File: src/rtl/sq_pkg.sv
// Shared definitions for the store commit queue: access-size encoding,
// strobe width derivation, byte-strobe mask and lane-shift helpers.
// Helpers work at the widest supported word (64 bits); callers truncate
// to their own DATA_WIDTH / STRB_WIDTH.
package sq_pkg;

    // Store / load access size as carried on enq_size and lookup_size.
    typedef enum logic [1:0] {
        SZ_B = 2'b00,
        SZ_H = 2'b01,
        SZ_W = 2'b10,
        SZ_D = 2'b11
    } size_e;

    localparam int MAX_DATA_WIDTH = 64;
    localparam int MAX_STRB_WIDTH = MAX_DATA_WIDTH / 8;

    // Byte strobes per memory word.
    function automatic int strb_width(input int data_width);
        return data_width / 8;
    endfunction

    // Number of bytes touched by an access of the given size.
    function automatic int size_bytes(input logic [1:0] size);
        return 1 << size;
    endfunction

    // Byte-enable mask of an access, positioned at its byte offset.
    function automatic logic [MAX_STRB_WIDTH-1:0] strb_mask(input logic [1:0] size,
                                                            input logic [2:0] offset);
        logic [MAX_STRB_WIDTH-1:0] base;
        case (size_e'(size))
            SZ_B:    base = 8'h01;
            SZ_H:    base = 8'h03;
            SZ_W:    base = 8'h0F;
            default: base = 8'hFF;
        endcase
        return base << offset;
    endfunction

    // Keep only the bytes the access writes, then move them to their lanes.
    function automatic logic [MAX_DATA_WIDTH-1:0] lane_shift(input logic [MAX_DATA_WIDTH-1:0] data,
                                                             input logic [1:0] size,
                                                             input logic [2:0] offset);
        logic [MAX_DATA_WIDTH-1:0] masked;
        case (size_e'(size))
            SZ_B:    masked = {56'd0, data[7:0]};
            SZ_H:    masked = {48'd0, data[15:0]};
            SZ_W:    masked = {32'd0, data[31:0]};
            default: masked = data;
        endcase
        return masked << {offset, 3'b000};
    endfunction

endpackage

File: src/rtl/sq_fwd_merge.sv
// Per-byte youngest-match selection for store-to-load forwarding.
// Walks the ring from the oldest slot (head) to the youngest, so the
// last matching store written into each byte lane is the youngest one.
// Only instantiated when STORE_COMMIT_QUEUE_FWD_EN is defined.
module sq_fwd_merge
    import sq_pkg::*;
#(
    parameter  int ENTRIES    = 8,
    parameter  int DATA_WIDTH = 32,
    localparam int STRB_WIDTH = strb_width(DATA_WIDTH),
    localparam int PTR_W      = $clog2(ENTRIES)
) (
    input  logic [PTR_W-1:0]      head_slot,
    input  logic [ENTRIES-1:0]    match,
    input  logic [STRB_WIDTH-1:0] strb [ENTRIES],
    input  logic [DATA_WIDTH-1:0] data [ENTRIES],
    output logic [STRB_WIDTH-1:0] cov,
    output logic [DATA_WIDTH-1:0] data_out
);

    logic [PTR_W-1:0] idx;

    // Oldest-to-youngest scan; younger matches overwrite older ones per byte.
    always_comb begin
        cov      = '0;
        data_out = '0;
        idx      = '0;
        for (int k = 0; k < ENTRIES; k++) begin
            idx = head_slot + PTR_W'(k);
            if (match[idx]) begin
                for (int b = 0; b < STRB_WIDTH; b++) begin
                    if (strb[idx][b]) begin
                        cov[b]           = 1'b1;
                        data_out[b*8 +: 8] = data[idx][b*8 +: 8];
                    end
                end
            end
        end
    end

endmodule

File: src/rtl/store_commit_queue.sv
// Store commit queue: a ring of ENTRIES stores split by three pointers.
// [head, cmt) are committed stores waiting to drain to memory,
// [cmt, tail) are speculative stores that a flush discards.
// Pointers carry one extra wrap bit so full/empty/count fall out of a
// subtraction. Loads probe the queue combinationally for forwarding.
// Optional feature macro: STORE_COMMIT_QUEUE_FWD_EN (byte forwarding);
// without it the probe only reports overlap so the load can stall.
//
// Handshakes: enq fires on enq_valid && enq_ready (enq_ready = !full);
// a drain write completes on mem_wr_valid && mem_wr_ready, and the head
// outputs stay stable while mem_wr_valid is high and ready is low.
module store_commit_queue
    import sq_pkg::*;
#(
    parameter  int ENTRIES    = 8,
    parameter  int ADDR_WIDTH = 32,
    parameter  int DATA_WIDTH = 32,
    localparam int STRB_WIDTH = strb_width(DATA_WIDTH),
    localparam int PTR_W      = $clog2(ENTRIES),
    localparam int CNT_W      = PTR_W + 1
) (
    input  logic                  clk,
    input  logic                  rst_n,
    // allocate
    input  logic                  enq_valid,
    output logic                  enq_ready,
    input  logic [ADDR_WIDTH-1:0] enq_addr,
    input  logic [DATA_WIDTH-1:0] enq_data,
    input  logic [1:0]            enq_size,
    output logic [PTR_W-1:0]      enq_sq_id,
    output logic                  enq_err,
    // retire / squash
    input  logic                  commit_valid,
    input  logic                  flush,
    // drain
    output logic                  mem_wr_valid,
    input  logic                  mem_wr_ready,
    output logic [ADDR_WIDTH-1:0] mem_wr_addr,
    output logic [DATA_WIDTH-1:0] mem_wr_data,
    output logic [STRB_WIDTH-1:0] mem_wr_strb,
    // load probe
    input  logic                  lookup_valid,
    input  logic [ADDR_WIDTH-1:0] lookup_addr,
    input  logic [1:0]            lookup_size,
    output logic                  fwd_hit,
    output logic                  fwd_partial,
    output logic [DATA_WIDTH-1:0] fwd_data,
    // status
    output logic                  full,
    output logic                  empty,
    output logic [CNT_W-1:0]      count
);

    localparam int OFF_W   = $clog2(STRB_WIDTH);
    localparam int WADDR_W = ADDR_WIDTH - OFF_W;

    // Pointer and pulse state.
    logic [CNT_W-1:0] head_q, head_d;
    logic [CNT_W-1:0] cmt_q,  cmt_d;
    logic [CNT_W-1:0] tail_q, tail_d;
    logic             enq_err_q, enq_err_d;

    // Entry payload (word address, lane-positioned data, byte strobes).
    logic [WADDR_W-1:0]    waddr_q [ENTRIES];
    logic [WADDR_W-1:0]    waddr_d [ENTRIES];
    logic [DATA_WIDTH-1:0] data_q  [ENTRIES];
    logic [DATA_WIDTH-1:0] data_d  [ENTRIES];
    logic [STRB_WIDTH-1:0] strb_q  [ENTRIES];
    logic [STRB_WIDTH-1:0] strb_d  [ENTRIES];

    logic [PTR_W-1:0]      head_slot, tail_slot;
    logic [2:0]            enq_off, lk_off;
    logic [STRB_WIDTH-1:0] enq_strb, lk_req;
    logic [DATA_WIDTH-1:0] enq_lanes;
    logic                  enq_legal;
    logic                  has_spec, pop, commit, enq_hs, enq_fire;
    logic [ENTRIES-1:0]    entry_valid, match;
    logic [PTR_W-1:0]      age;

    assign head_slot = head_q[PTR_W-1:0];
    assign tail_slot = tail_q[PTR_W-1:0];

    // Decode the incoming store: lane placement, strobes and legality.
    // An access is legal only if it stays inside one memory word, which
    // also rejects doublewords on a 32-bit word.
    always_comb begin
        enq_off   = 3'(enq_addr[OFF_W-1:0]);
        enq_strb  = STRB_WIDTH'(strb_mask(enq_size, enq_off));
        enq_lanes = DATA_WIDTH'(lane_shift(64'(enq_data), enq_size, enq_off));
        enq_legal = (int'(enq_off) + size_bytes(enq_size)) <= STRB_WIDTH;
    end

    // Occupancy, handshakes and next pointer values.
    always_comb begin
        count        = tail_q - head_q;
        full         = (count == CNT_W'(ENTRIES));
        empty        = (count == '0);
        enq_ready    = !full;
        mem_wr_valid = (head_q != cmt_q);
        has_spec     = (cmt_q != tail_q);
        pop          = mem_wr_valid && mem_wr_ready;
        // Uses the pre-edge tail, so a store enqueued this cycle cannot
        // be committed in the same cycle.
        commit       = commit_valid && has_spec;
        enq_hs       = enq_valid && enq_ready && !flush;
        enq_fire     = enq_hs && enq_legal;
        enq_err_d    = enq_hs && !enq_legal;
        head_d       = head_q + CNT_W'(pop);
        cmt_d        = cmt_q + CNT_W'(commit);
        // Flush rolls tail back to the commit point after this cycle's commit.
        tail_d       = flush ? cmt_d : (tail_q + CNT_W'(enq_fire));
    end

    // Pointer registers; reset drops every entry, including one mid-drain.
    always_ff @(posedge clk or negedge rst_n) begin
        if (!rst_n) begin
            head_q    <= '0;
            cmt_q     <= '0;
            tail_q    <= '0;
            enq_err_q <= 1'b0;
        end else begin
            head_q    <= head_d;
            cmt_q     <= cmt_d;
            tail_q    <= tail_d;
            enq_err_q <= enq_err_d;
        end
    end

    // Write the tail slot when a legal store is accepted.
    always_comb begin
        waddr_d = waddr_q;
        data_d  = data_q;
        strb_d  = strb_q;
        if (enq_fire) begin
            waddr_d[tail_slot] = enq_addr[ADDR_WIDTH-1:OFF_W];
            data_d[tail_slot]  = enq_lanes;
            strb_d[tail_slot]  = enq_strb;
        end
    end

    // Payload storage; validity lives entirely in the pointers.
    always_ff @(posedge clk) begin
        waddr_q <= waddr_d;
        data_q  <= data_d;
        strb_q  <= strb_d;
    end

    assign enq_sq_id   = tail_slot;
    assign enq_err     = enq_err_q;
    assign mem_wr_addr = {waddr_q[head_slot], OFF_W'(0)};
    assign mem_wr_data = data_q[head_slot];
    assign mem_wr_strb = strb_q[head_slot];

    // Probe decode: requested bytes and per-entry word-address match.
    // A slot is live when its distance from head is below count.
    always_comb begin
        lk_off      = 3'(lookup_addr[OFF_W-1:0]);
        lk_req      = STRB_WIDTH'(strb_mask(lookup_size, lk_off));
        entry_valid = '0;
        match       = '0;
        age         = '0;
        for (int i = 0; i < ENTRIES; i++) begin
            age            = PTR_W'(i) - head_slot;
            entry_valid[i] = ({1'b0, age} < count);
            match[i]       = entry_valid[i] &&
                             (waddr_q[i] == lookup_addr[ADDR_WIDTH-1:OFF_W]);
        end
    end

`ifdef STORE_COMMIT_QUEUE_FWD_EN
    logic [STRB_WIDTH-1:0] cov, got;
    logic [DATA_WIDTH-1:0] merged;

    sq_fwd_merge #(
        .ENTRIES    (ENTRIES),
        .DATA_WIDTH (DATA_WIDTH)
    ) u_fwd_merge (
        .head_slot (head_slot),
        .match     (match),
        .strb      (strb_q),
        .data      (data_q),
        .cov       (cov),
        .data_out  (merged)
    );

    // Classify coverage of the requested bytes and zero uncovered lanes.
    always_comb begin
        fwd_hit     = 1'b0;
        fwd_partial = 1'b0;
        fwd_data    = '0;
        got         = cov & lk_req;
        if (lookup_valid) begin
            fwd_hit     = (lk_req != '0) && (got == lk_req);
            fwd_partial = (got != '0) && (got != lk_req);
            for (int b = 0; b < STRB_WIDTH; b++) begin
                fwd_data[b*8 +: 8] = got[b] ? merged[b*8 +: 8] : 8'h00;
            end
        end
    end
`else
    logic overlap;

    // No forwarding: any byte overlap with a queued store stalls the load.
    always_comb begin
        overlap = 1'b0;
        for (int i = 0; i < ENTRIES; i++) begin
            if (match[i] && ((strb_q[i] & lk_req) != '0)) begin
                overlap = 1'b1;
            end
        end
        fwd_hit     = 1'b0;
        fwd_data    = '0;
        fwd_partial = lookup_valid && overlap;
    end
`endif

endmodule

File: config.mk
export PLATFORM = sky130hd
export DESIGN_NAME = store_commit_queue
export DESIGN_NICKNAME = d
export VERILOG_FILES = /design/src/rtl/sq_pkg.sv /design/src/rtl/sq_fwd_merge.sv /design/src/rtl/store_commit_queue.sv
export SDC_FILE = /design/constraint.sdc
export NUM_CORES = 1
export LEC_CHECK = 0
export CORE_UTILIZATION = 50
export CTS_CLUSTER_DIAMETER = 120
export CTS_CLUSTER_SIZE = 24
export DETAILED_ROUTE_END_ITERATION = 8
export PLACE_DENSITY = 0.8
export SETUP_SLACK_MARGIN = 0.5
export SYNTH_ARGS = -nofsm -noshare
export SYNTH_HDL_FRONTEND = slang
export SYNTH_SLANG_ARGS = --single-unit
File: constraint.sdc
create_clock -name clk -period 21.4 [get_ports clk]
set_input_delay 5.35 -clock clk [delete_from_list [all_inputs] [get_ports clk]]
set_output_delay 5.35 -clock clk [all_outputs]
set_load 0.05 [all_outputs]
==> impl_metrics.csv, run 1 <==
group,metric,value,unit
status,outcome,"finished clean",
clocking,cts_setup_buffers,0,
synthesis,synth_cell_types,51,
die,core,49000,um2
global_route,grt_pass1_wl,97.0,mm
synthesis,yosys_warnings,0,
placement,hpwl,44.9,mm
finish,multi_input_area,8110,um2
finish,nFillCells,3730,
global_route,grt_pass1_vias,14564,
synthesis,syn_inst,1565,
synthesis,synth_ff_type,"edfxtp_1",
clocking,tritoncts,"yes",
worst_setup_path,cp-start-kind,"primary input",
timing,rsz0062_at_grt,"false",
clocking,clk_pin_slew_worst_paths,0.09,ns
pwr,design_power_total,0.00353,W
timing,max-slew-margin-rel,12.2,%
timing,hold_violations,0,
worst_setup_path,worstPathArrival,8.94,ns
detailed_routing,vias,14519,
finish,final_cells,2390,
timing,tns,0,ns
detailed_routing,drt_iter0_markers,1962,
synthesis,synth_edf_count,528,
pwr,p_per_area,126,nW/um2
worst_setup_path,crit_start,"lookup_addr[21]",
placement,pre_cts_slack,7.29,ns
worst_setup_path,crit_type,"in -> out",
synthesis,seq_area_frac_synth,65.1,%
timing,drv_slew,0,
die,die_height,225,um
clocking,cts-root-buf,"clkbuf_16",
detailed_routing,route.detailed.drc,0,
worst_setup_path,critPathMaxFanout,8,
worst_setup_path,r2r_slack,16.71,ns
synthesis,async_flop_share,2.40,%
timing,fin_crit,14.29,ns
die,start_util,50.8,%
detailed_routing,ant_nets,0,
finish,nNetsFinal,1832,
global_route,antenna_found_initial,3,
global_route,grt_max_degree,67,
timing,whs,0.565,ns
detailed_routing,vias_per_cell,6.07,
detailed_routing,routed_wl,66.4,mm
clocking,holdBufCountCts,0,
die,die_area,50600,um2
timing,fin_crit_sh,66.8,%
placement,place.gp.congestion,1.11,
pwr,ir_drop,107,uV
timing,setup_violations,0,
clocking,cts_max_level,1,
die,ioPinCount,221,
timing,fmax,0.0700,GHz
worst_setup_path,cp-endpoint,"fwd_partial",
clocking,cts_buffer_depth,3,
global_route,grtUsageTotal,26.5,%
finish,regArea,16200,um2
worst_setup_path,reg2regPathDepth,9,
clocking,cts_buffers,26,
synthesis,syn_avg_cell_area,15.9,um2
hold_path,hold_class,"reg -> reg",
worst_setup_path,cp-end-kind,"output pin",
detailed_routing,firstDrtPassIters,5,
die,rows,81,
die,die_w,225,um
worst_setup_path,worst-endpoint-required,16.05,ns
timing,post-route-worst-setup-slack,7.11,ns
synthesis,ys_seq_elements,541,
clocking,postCtsResizedCells,0,
synthesis,synth_area,24900,um2
run,maxCapViolations,0,
worst_setup_path,r2r-start,"head_q[0]$_DFF_PN0_",
worst_setup_path,r2r-end,"waddr_q[97]$_DFFE_PP_",
global_route,gr-total-overflow,0,
detailed_routing,avgRoutedWirePerCell,27.8,um
placement,dp_cells,2340,
timing,clock_skew,0.0113,ns
finish,drive_gt1_share,11.9,%
timing,worst_pin_slew,1.31,ns
clocking,clock-sinks,541,
placement,port_buffers,185,
pwr,p_leak,8.98,nW
finish,area_growth,12.6,%
clocking,clk_latency,0.59,ns
==> kinds of logic after synthesis <==
group,count (synthesis),synth area share [%]
AO/OA/AOI/OAI,87,2.37
XOR/XNOR,261,9.23
adder cells (fa/ha/maj),25,1.31
buffers and inverters,148,3.02
flip-flops,541,65.1
multiplexers,144,12.5
other,1,0.0151
AND/OR/NAND/NOR,358,6.52
==> Yosys cell counts (2+ instances only) <==
master,n,area share [%]
mux4_2,132,12
edfxtp_1,528,64
a32oi_1,8,0.28
maj3_1,4,0.16
nand4_1,55,1.4
mux2i_1,9,0.36
o2111ai_1,6,0.21
xnor2_1,217,7.6
o22ai_1,10,0.25
mux2_2,3,0.14
nand2b_1,2,0.050
o41a_1,2,0.091
nor2_1,26,0.39
nand3_1,3,0.060
clkbuf_1,61,0.92
a221oi_1,8,0.28
buf_1,11,0.17
buf_2,15,0.30
nor2b_1,3,0.076
a21oi_1,23,0.46
fa_1,3,0.24
o31ai_1,8,0.24
inv_2,2,0.030
nor3_1,18,0.36
o21ai_0,13,0.26
ha_1,18,0.91
nand2_1,216,3.3
o32ai_1,2,0.070
o21ai_1,2,0.040
and3_1,8,0.20
buf_4,39,1.2
dfrtp_1,13,1.3
inv_1,16,0.24
nor4_1,12,0.30
buf_6,2,0.091
and2_1,9,0.23
xor2_1,43,1.5
a211oi_1,2,0.060
==> cell usage in the layout, fill, tap and decap left out, types with 4 or more instances in the layout <==
cell type / n
dfrtp_1: 10
buf_4: 22
a32oi_1: 8
o2111ai_1: 6
maj3_1: 4
and3_1: 8
inv_1: 15
nor2_1: 20
o31ai_1: 8
a21oi_1: 23
ha_1: 18
edfxtp_1: 528
nor2_4: 6
mux2i_1: 9
clkbuf_16: 26
clkdlybuf4s50_1: 185
xnor2_1: 217
xor2_1: 43
and2_1: 9
a221oi_1: 8
mux4_2: 132
clkbuf_1: 20
nand2_1: 216
nand4_1: 55
o22ai_1: 10
o21ai_0: 13
nor3_1: 16
conb_1: 35
nor4_1: 12
==> worst min-delay path by stage <==
stage,endpoint,slack (ns),cells after the start,startpoint
CTS,head_q[3]$_DFF_PN0_,0.56,1,head_q[3]$_DFF_PN0_
global placement,head_q[3]$_DFF_PN0_,0.53,1,head_q[3]$_DFF_PN0_
finish,head_q[3]$_DFF_PN0_,0.56,1,head_q[3]$_DFF_PN0_
global route,head_q[3]$_DFF_PN0_,0.58,1,head_q[3]$_DFF_PN0_
floorplan,head_q[3]$_DFF_PN0_,0.50,1,head_q[3]$_DFF_PN0_
detailed placement,head_q[3]$_DFF_PN0_,0.55,1,head_q[3]$_DFF_PN0_
==> worst max-delay path, stage by stage <==
cell,delay [ns]
clkdlybuf4s50_1,0.71
xnor2_1,0.39
nand4_1,0.28
nor4_1,0.45
nand4_1,0.19
o32ai_1,0.28
o41a_1,0.41
clkdlybuf4s50_1,0.87
==> layout make-up <==
cell class	count	area share, %
Antenna cell	2	0.0179
Clock buffer	46	2.59
Clock inverter	2	0.116
Inverter	18	0.241
Multi-Input combinational cell	910	29.0
Sequential cell	541	57.9
Tap cell	664	2.97
Timing Repair Buffer	207	7.21
==> where the power goes <==
group	leakage [nW]	internal (W)	switching (W)	total, W
Sequential	4.95	0.00123	0.0000747	0.00131
Clock	0.358	0.000234	0.000322	0.000557
Combinational	3.68	0.000592	0.00107	0.00166
==> stage by stage <==
step / cell area [um2] / utilization [%]
floorplan: 25000 / -
global placement: 27200 / 55.6
detailed placement: 27200 / 55.6
CTS: 28000 / 57.2
global route: 28000 / 57.2
finish: 28000 / 57.2
==> layer usage <==
metal	up-vias	global-route usage [%]	part of all wire [%]
li1	6129	-	-
met1	7394	34.7	37
met2	863	43.9	49
met3	131	5.54	9.9
met4	2	9.44	4.2
met5	-	0	0.026
==> flip-flops by register name, indices dropped and copies added, names as in the netlist <==
name,flops
data_q,256
enq_err,1
tail_q,4
cmt_q,4
waddr_q,240
head_q,4
strb_q,32
Note: power is estimated with default switching activity, not from simulation.
==> run 2: changes to the inputs <==
--- a/config.mk
+++ b/config.mk
@@ -9,7 +9,7 @@
 export CTS_CLUSTER_DIAMETER = 120
 export CTS_CLUSTER_SIZE = 24
 export DETAILED_ROUTE_END_ITERATION = 8
-export PLACE_DENSITY = 0.8
+export PLACE_DENSITY = 0.82
 export SETUP_SLACK_MARGIN = 0.5
 export SYNTH_ARGS = -nofsm -noshare
 export SYNTH_HDL_FRONTEND = slang
==> constraint.sdc (replaced) <==
create_clock -name clk -period 12.6 [get_ports clk]
set_input_delay 3.15 -clock clk [delete_from_list [all_inputs] [get_ports clk]]
set_output_delay 3.15 -clock clk [all_outputs]
set_load 0.05 [all_outputs]
==> impl_metrics.csv, run 2 (synthesis gave the netlist of run 1 again) <==
group,metric,value,unit
hold_path,worstHoldPathCells,1,
detailed_routing,vias,14480,
clocking,tritoncts,"yes",
clocking,clock-sinks,541,
die,die_w,225,um
clocking,cts_buffers,26,
placement,port_buffers,185,
pwr,pwr-share-seq,38.1,%
worst_setup_path,cp_cell_sequence,"clkdlybuf4s50_1 -> xnor2_1 -> nand4_1 -> nor4_1 -> o2111ai_1 -> o32ai_1 -> o41a_1 -> clkdlybuf4s50_1",
clocking,clk_pin_slew_worst_paths,0.09,ns
global_route,grt_pass1_wl,96.4,mm
worst_setup_path,critical_path.top_delay_family,"buffers and inverters",
pwr,switching_share,41.5,%
worst_setup_path,crit_type,"in -> out",
pwr,power_switching,0.00248,W
timing,setup_violations,0,
global_route,grtUsageTotal,26.3,%
pwr,p_leak,8.96,nW
timing,fin_crit_sh,78.3,%
detailed_routing,firstDrtPassIters,5,
worst_setup_path,reg2regPathDepth,9,
detailed_routing,avgRoutedWirePerCell,27.8,um
finish,nNetsFinal,1830,
clocking,cts_buffer_depth,3,
worst_setup_path,r2r_slack,7.53,ns
global_route,grt_pass1_vias,14491,
timing,whs,0.551,ns
placement,pre_cts_slack,2.85,ns
status,outcome,"finished clean",
timing,fmax,0.101,GHz
timing,rsz0062_at_grt,"false",
pwr,clockPowerShare,15.5,%
finish,drive_gt1_share,11.9,%
placement,hpwl,44.2,mm
worst_setup_path,cp-end-kind,"output pin",
global_route,gr-total-overflow,0,
worst_setup_path,critPathMaxFanout,8,
clocking,postCtsResizedCells,0,
worst_setup_path,crit_top_cell,"clkdlybuf4s50_1",
worst_setup_path,r2r-end,"waddr_q[3]$_DFFE_PP_",
clocking,cts-root-buf,"clkbuf_16",
die,die_height,225,um
finish,multi_input_area,8110,um2
worst_setup_path,cp_slowest_cell,"clkdlybuf4s50_1",
timing,tns,0,ns
finish,final_common_cell,"edfxtp_1",
die,ioPinCount,221,
worst_setup_path,r2r-start,"head_q[0]$_DFF_PN0_",
detailed_routing,drt_iter0_markers,2036,
timing,hold_violations,0,
clocking,cts_setup_buffers,0,
clocking,cts_max_level,1,
finish,area_growth,12.4,%
finish,regMostFlops,"data_q",
global_route,grt_max_degree,73,
worst_setup_path,critPathMaxStageDelay,0.87,ns
finish,largest_register_ffs,256,
hold_path,hp-start,"head_q[3]$_DFF_PN0_",
worst_setup_path,worst-endpoint-required,9.45,ns
run,maxCapViolations,0,
timing,fin_crit,9.87,ns
detailed_routing,route.detailed.drc,0,
finish,utilization,57.1,%
die,start_util,50.8,%
clocking,holdBufCountCts,0,
die,rows,81,
pwr,power_frac_comb,46.3,%
worst_setup_path,worst-path-stages,8,
timing,max-slew-margin-rel,20.5,%
pwr,ir_drop,219,uV
worst_setup_path,worstPathArrival,6.72,ns
pwr,power.internal,0.00348,W
worst_setup_path,cp-start-kind,"primary input",
finish,layout_common_cells,"528 x edfxtp_1, 217 x xnor2_1, 216 x nand2_1, 185 x clkdlybuf4s50_1, 132 x mux4_2",
timing,post-route-worst-setup-slack,2.73,ns
hold_path,min_to,"head_q[3]$_DFF_PN0_",
clocking,clk_latency,0.60,ns
global_route,antenna_found_initial,4,
worst_setup_path,path_buf_inv,2,
timing,drv_slew,0,
finish,regArea,16200,um2
detailed_routing,vias_per_cell,6.08,
hold_path,hold_class,"reg -> reg",
pwr,p_per_area,213,nW/um2
timing,worst_pin_slew,1.19,ns
placement,place.gp.congestion,1.06,
die,core,49000,um2
detailed_routing,routed_wl,66.2,mm
finish,nFillCells,3686,
timing,clock_skew,0.0163,ns
detailed_routing,ant_nets,0,
finish,largestRegisters,"data_q x256, waddr_q x240, strb_q x32",
die,die_area,50600,um2
[run 2: cell types whose count changed in the layout (fill, tap and decap cells not counted), sizes merged]
cell,before,now
diode,2,3
clkbuf,46,37
buf,22,20
[run 2: how the worst max path moves through the flow]
stage	start	endpoint	slack (ns)
after floorplan	enq_size[1]	data_q[192]$_DFFE_PP_	2.39
after global placement	lookup_addr[11]	fwd_partial	2.85
after detailed placement	lookup_addr[11]	fwd_partial	2.85
after CTS	lookup_addr[11]	fwd_partial	2.82
after global routing	lookup_addr[6]	fwd_partial	2.61
final	lookup_addr[6]	fwd_partial	2.73
[run 2: power by group through the flow]
stage | Clock, W | Combinational, W | Sequential [W]
floorplan | 0 | 0.00200 | 0.00218
global placement | 0 | 0.00273 | 0.00231
detailed placement | 0 | 0.00275 | 0.00232
CTS | 0.000932 | 0.00277 | 0.00228
global route | 0.000987 | 0.00290 | 0.00229
finish | 0.000927 | 0.00276 | 0.00227
[run 2: cell type report]
| type | instances | share of cell area (%) |
|---|---|---|
| Clock buffer | 37 | 2.48 |
| Tap cell | 664 | 2.97 |
| Inverter | 18 | 0.242 |
| Clock inverter | 2 | 0.116 |
| Antenna cell | 3 | 0.0269 |
| Multi-Input combinational cell | 910 | 29.0 |
| Timing Repair Buffer | 205 | 7.17 |
| Sequential cell | 541 | 58.0 |
[run 2: routing by layer]
metal	part of all wire [%]	wire [um]	GRT usage [%]
met3	11	6990	4.81
met4	3.8	2520	8.62
met1	36	23900	34.7
met5	0.044	29	0
met2	50	32800	44.2
[run 2: metrics by stage]
stage	std cells	power [W]	area [um2]
2_1_floorplan	1599	0.00418	25000
3_3_place_gp	2338	0.00503	27200
3_5_place_dp	2338	0.00506	27200
4_1_cts	2377	0.00597	27900
5_1_grt	2378	0.00618	27900
6_report	2380	0.00596	27900
==> run 3: changes to the inputs <==
==> constraint.sdc (replaced) <==
create_clock -name clk -period 8 [get_ports clk]
set_input_delay 2 -clock clk [delete_from_list [all_inputs] [get_ports clk]]
set_output_delay 2 -clock clk [all_outputs]
set_load 0.05 [all_outputs]
==> impl_metrics.csv, run 3 (synthesis gave the netlist of run 1 again) <==
group,metric,value,unit
timing,fmax,0.148,GHz
worst_setup_path,worst-endpoint-required,6.00,ns
timing,drv_slew,0,
global_route,grtUsageTotal,25.8,%
worst_setup_path,worstPathArrival,4.74,ns
die,die_area,50600,um2
clocking,cts_max_level,1,
global_route,gr-total-overflow,0,
clocking,clock-sinks,541,
timing,tns,0,ns
timing,worst_pin_slew,1.13,ns
placement,hpwl,43.7,mm
worst_setup_path,cp-start-kind,"primary input",
worst_setup_path,r2r-start,"head_q[0]$_DFF_PN0_",
placement,pre_cts_slack,1.35,ns
timing,setup_violations,0,
detailed_routing,avgRoutedWirePerCell,27.3,um
worst_setup_path,r2r-end,"data_q[200]$_DFFE_PP_",
worst_setup_path,crit_type,"in -> out",
clocking,cts-root-buf,"clkbuf_16",
clocking,tritoncts,"yes",
timing,rsz0062_at_grt,"false",
finish,regArea,16200,um2
detailed_routing,vias,14471,
hold_path,worstHoldPathCells,1,
placement,port_buffers,185,
timing,hold_violations,0,
clocking,clk_pin_slew_worst_paths,0.09,ns
detailed_routing,ant_nets,0,
finish,largest_register_ffs,256,
worst_setup_path,reg2regPathDepth,9,
pwr,p_per_area,335,nW/um2
clocking,cts_buffers,26,
timing,fin_crit,6.74,ns
finish,nNetsFinal,1834,
detailed_routing,firstDrtPassIters,5,
finish,utilization,57.3,%
status,outcome,"finished clean",
detailed_routing,vias_per_cell,6.05,
run,maxCapViolations,0,
worst_setup_path,critPathMaxFanout,10,
clocking,cts_setup_buffers,0,
timing,clock_skew,0.0149,ns
die,die_w,225,um
hold_path,min_to,"head_q[3]$_DFF_PN0_",
timing,max-slew-margin-rel,24.6,%
finish,layout_common_cells,"528 x edfxtp_1, 217 x xnor2_1, 216 x nand2_1, 184 x clkdlybuf4s50_1, 132 x mux4_2",
die,start_util,50.8,%
detailed_routing,route.detailed.drc,0,
finish,nFillCells,3759,
timing,fin_crit_sh,84.2,%
global_route,grt_pass1_vias,14194,
detailed_routing,routed_wl,65.4,mm
worst_setup_path,r2r_slack,3.81,ns
clocking,postCtsResizedCells,0,
clocking,cts_buffer_depth,3,
finish,final_common_cell,"edfxtp_1",
clocking,clk_latency,0.60,ns
die,core,49000,um2
finish,drive_gt1_share,12.1,%
pwr,ir_drop,332,uV
timing,post-route-worst-setup-slack,1.26,ns
global_route,grt_max_degree,67,
hold_path,hold_class,"reg -> reg",
die,ioPinCount,221,
finish,regMostFlops,"data_q",
clocking,holdBufCountCts,0,
finish,area_growth,12.8,%
die,die_height,225,um
finish,multi_input_area,8120,um2
detailed_routing,drt_iter0_markers,1947,
hold_path,hp-start,"head_q[3]$_DFF_PN0_",
pwr,p_leak,9.01,nW
global_route,antenna_found_initial,2,
global_route,grt_pass1_wl,94.4,mm
die,rows,81,
finish,largestRegisters,"data_q x256, waddr_q x240, strb_q x32",
placement,place.gp.congestion,1.03,
worst_setup_path,cp-end-kind,"output pin",
-- run 3: cell count changes in the layout (fill, tap and decap cells not counted), moves of 2 or more --
cell      delta
buf_12       +3
buf_4        +2
nor3_4       +2
nor3_2       -2
clkbuf_1     +8
-- run 3: critical path, cell delays in order --
cell and delay (ns):
clkdlybuf4s50_1 0.58, or4_4 0.62, o31ai_1 0.11, nor3_1 0.10
a221oi_1 0.45, o32ai_1 0.20, o41a_1 0.45, buf_4 0.22
-- run 3: power by group --
part           switching (W)  internal (W)  leakage, nW
Sequential          0.000236       0.00329         4.95
Combinational        0.00281       0.00159         3.70
Clock               0.000851      0.000624        0.358
-- run 3: per-stage QoR --
stage          cell area [um2]  hold slack (ns)  power (W)  cells
6_report                 28000            0.532    0.00940   2392
3_3_place_gp             27300            0.519    0.00794   2342
5_1_grt                  28000            0.547    0.00975   2391
3_5_place_dp             27300            0.526    0.00799   2342
4_1_cts                  28000            0.539    0.00944   2390
2_1_floorplan            25000            0.501    0.00658   1599
-- run 3: area by class of cell --
class                           count  area share (%)
Sequential cell                   541            57.8
Multi-Input combinational cell    910            29.0
Timing Repair Buffer              209            7.37
Tap cell                          664            2.96
Clock buffer                       45            2.57
Inverter                           18           0.241
Clock inverter                      3           0.107
Antenna cell                        2          0.0179
-- run 3: worst max path at each step --
stage,start,endpoint,cells past startpoint
2_1_floorplan,enq_size[1],data_q[0]$_DFFE_PP_,12
3_3_place_gp,lookup_size[1],fwd_partial,8
6_report,lookup_size[1],fwd_partial,8
5_1_grt,lookup_size[1],fwd_partial,8
3_5_place_dp,lookup_size[1],fwd_partial,8
4_1_cts,lookup_size[1],fwd_partial,8
-- run 3: routing by layer --
layer / wire length (um) / GRT usage [%]
met5: 13 / 0
met4: 2610 / 9.22
met3: 6870 / 4.69
met2: 31900 / 42.7
met1: 24000 / 34.5
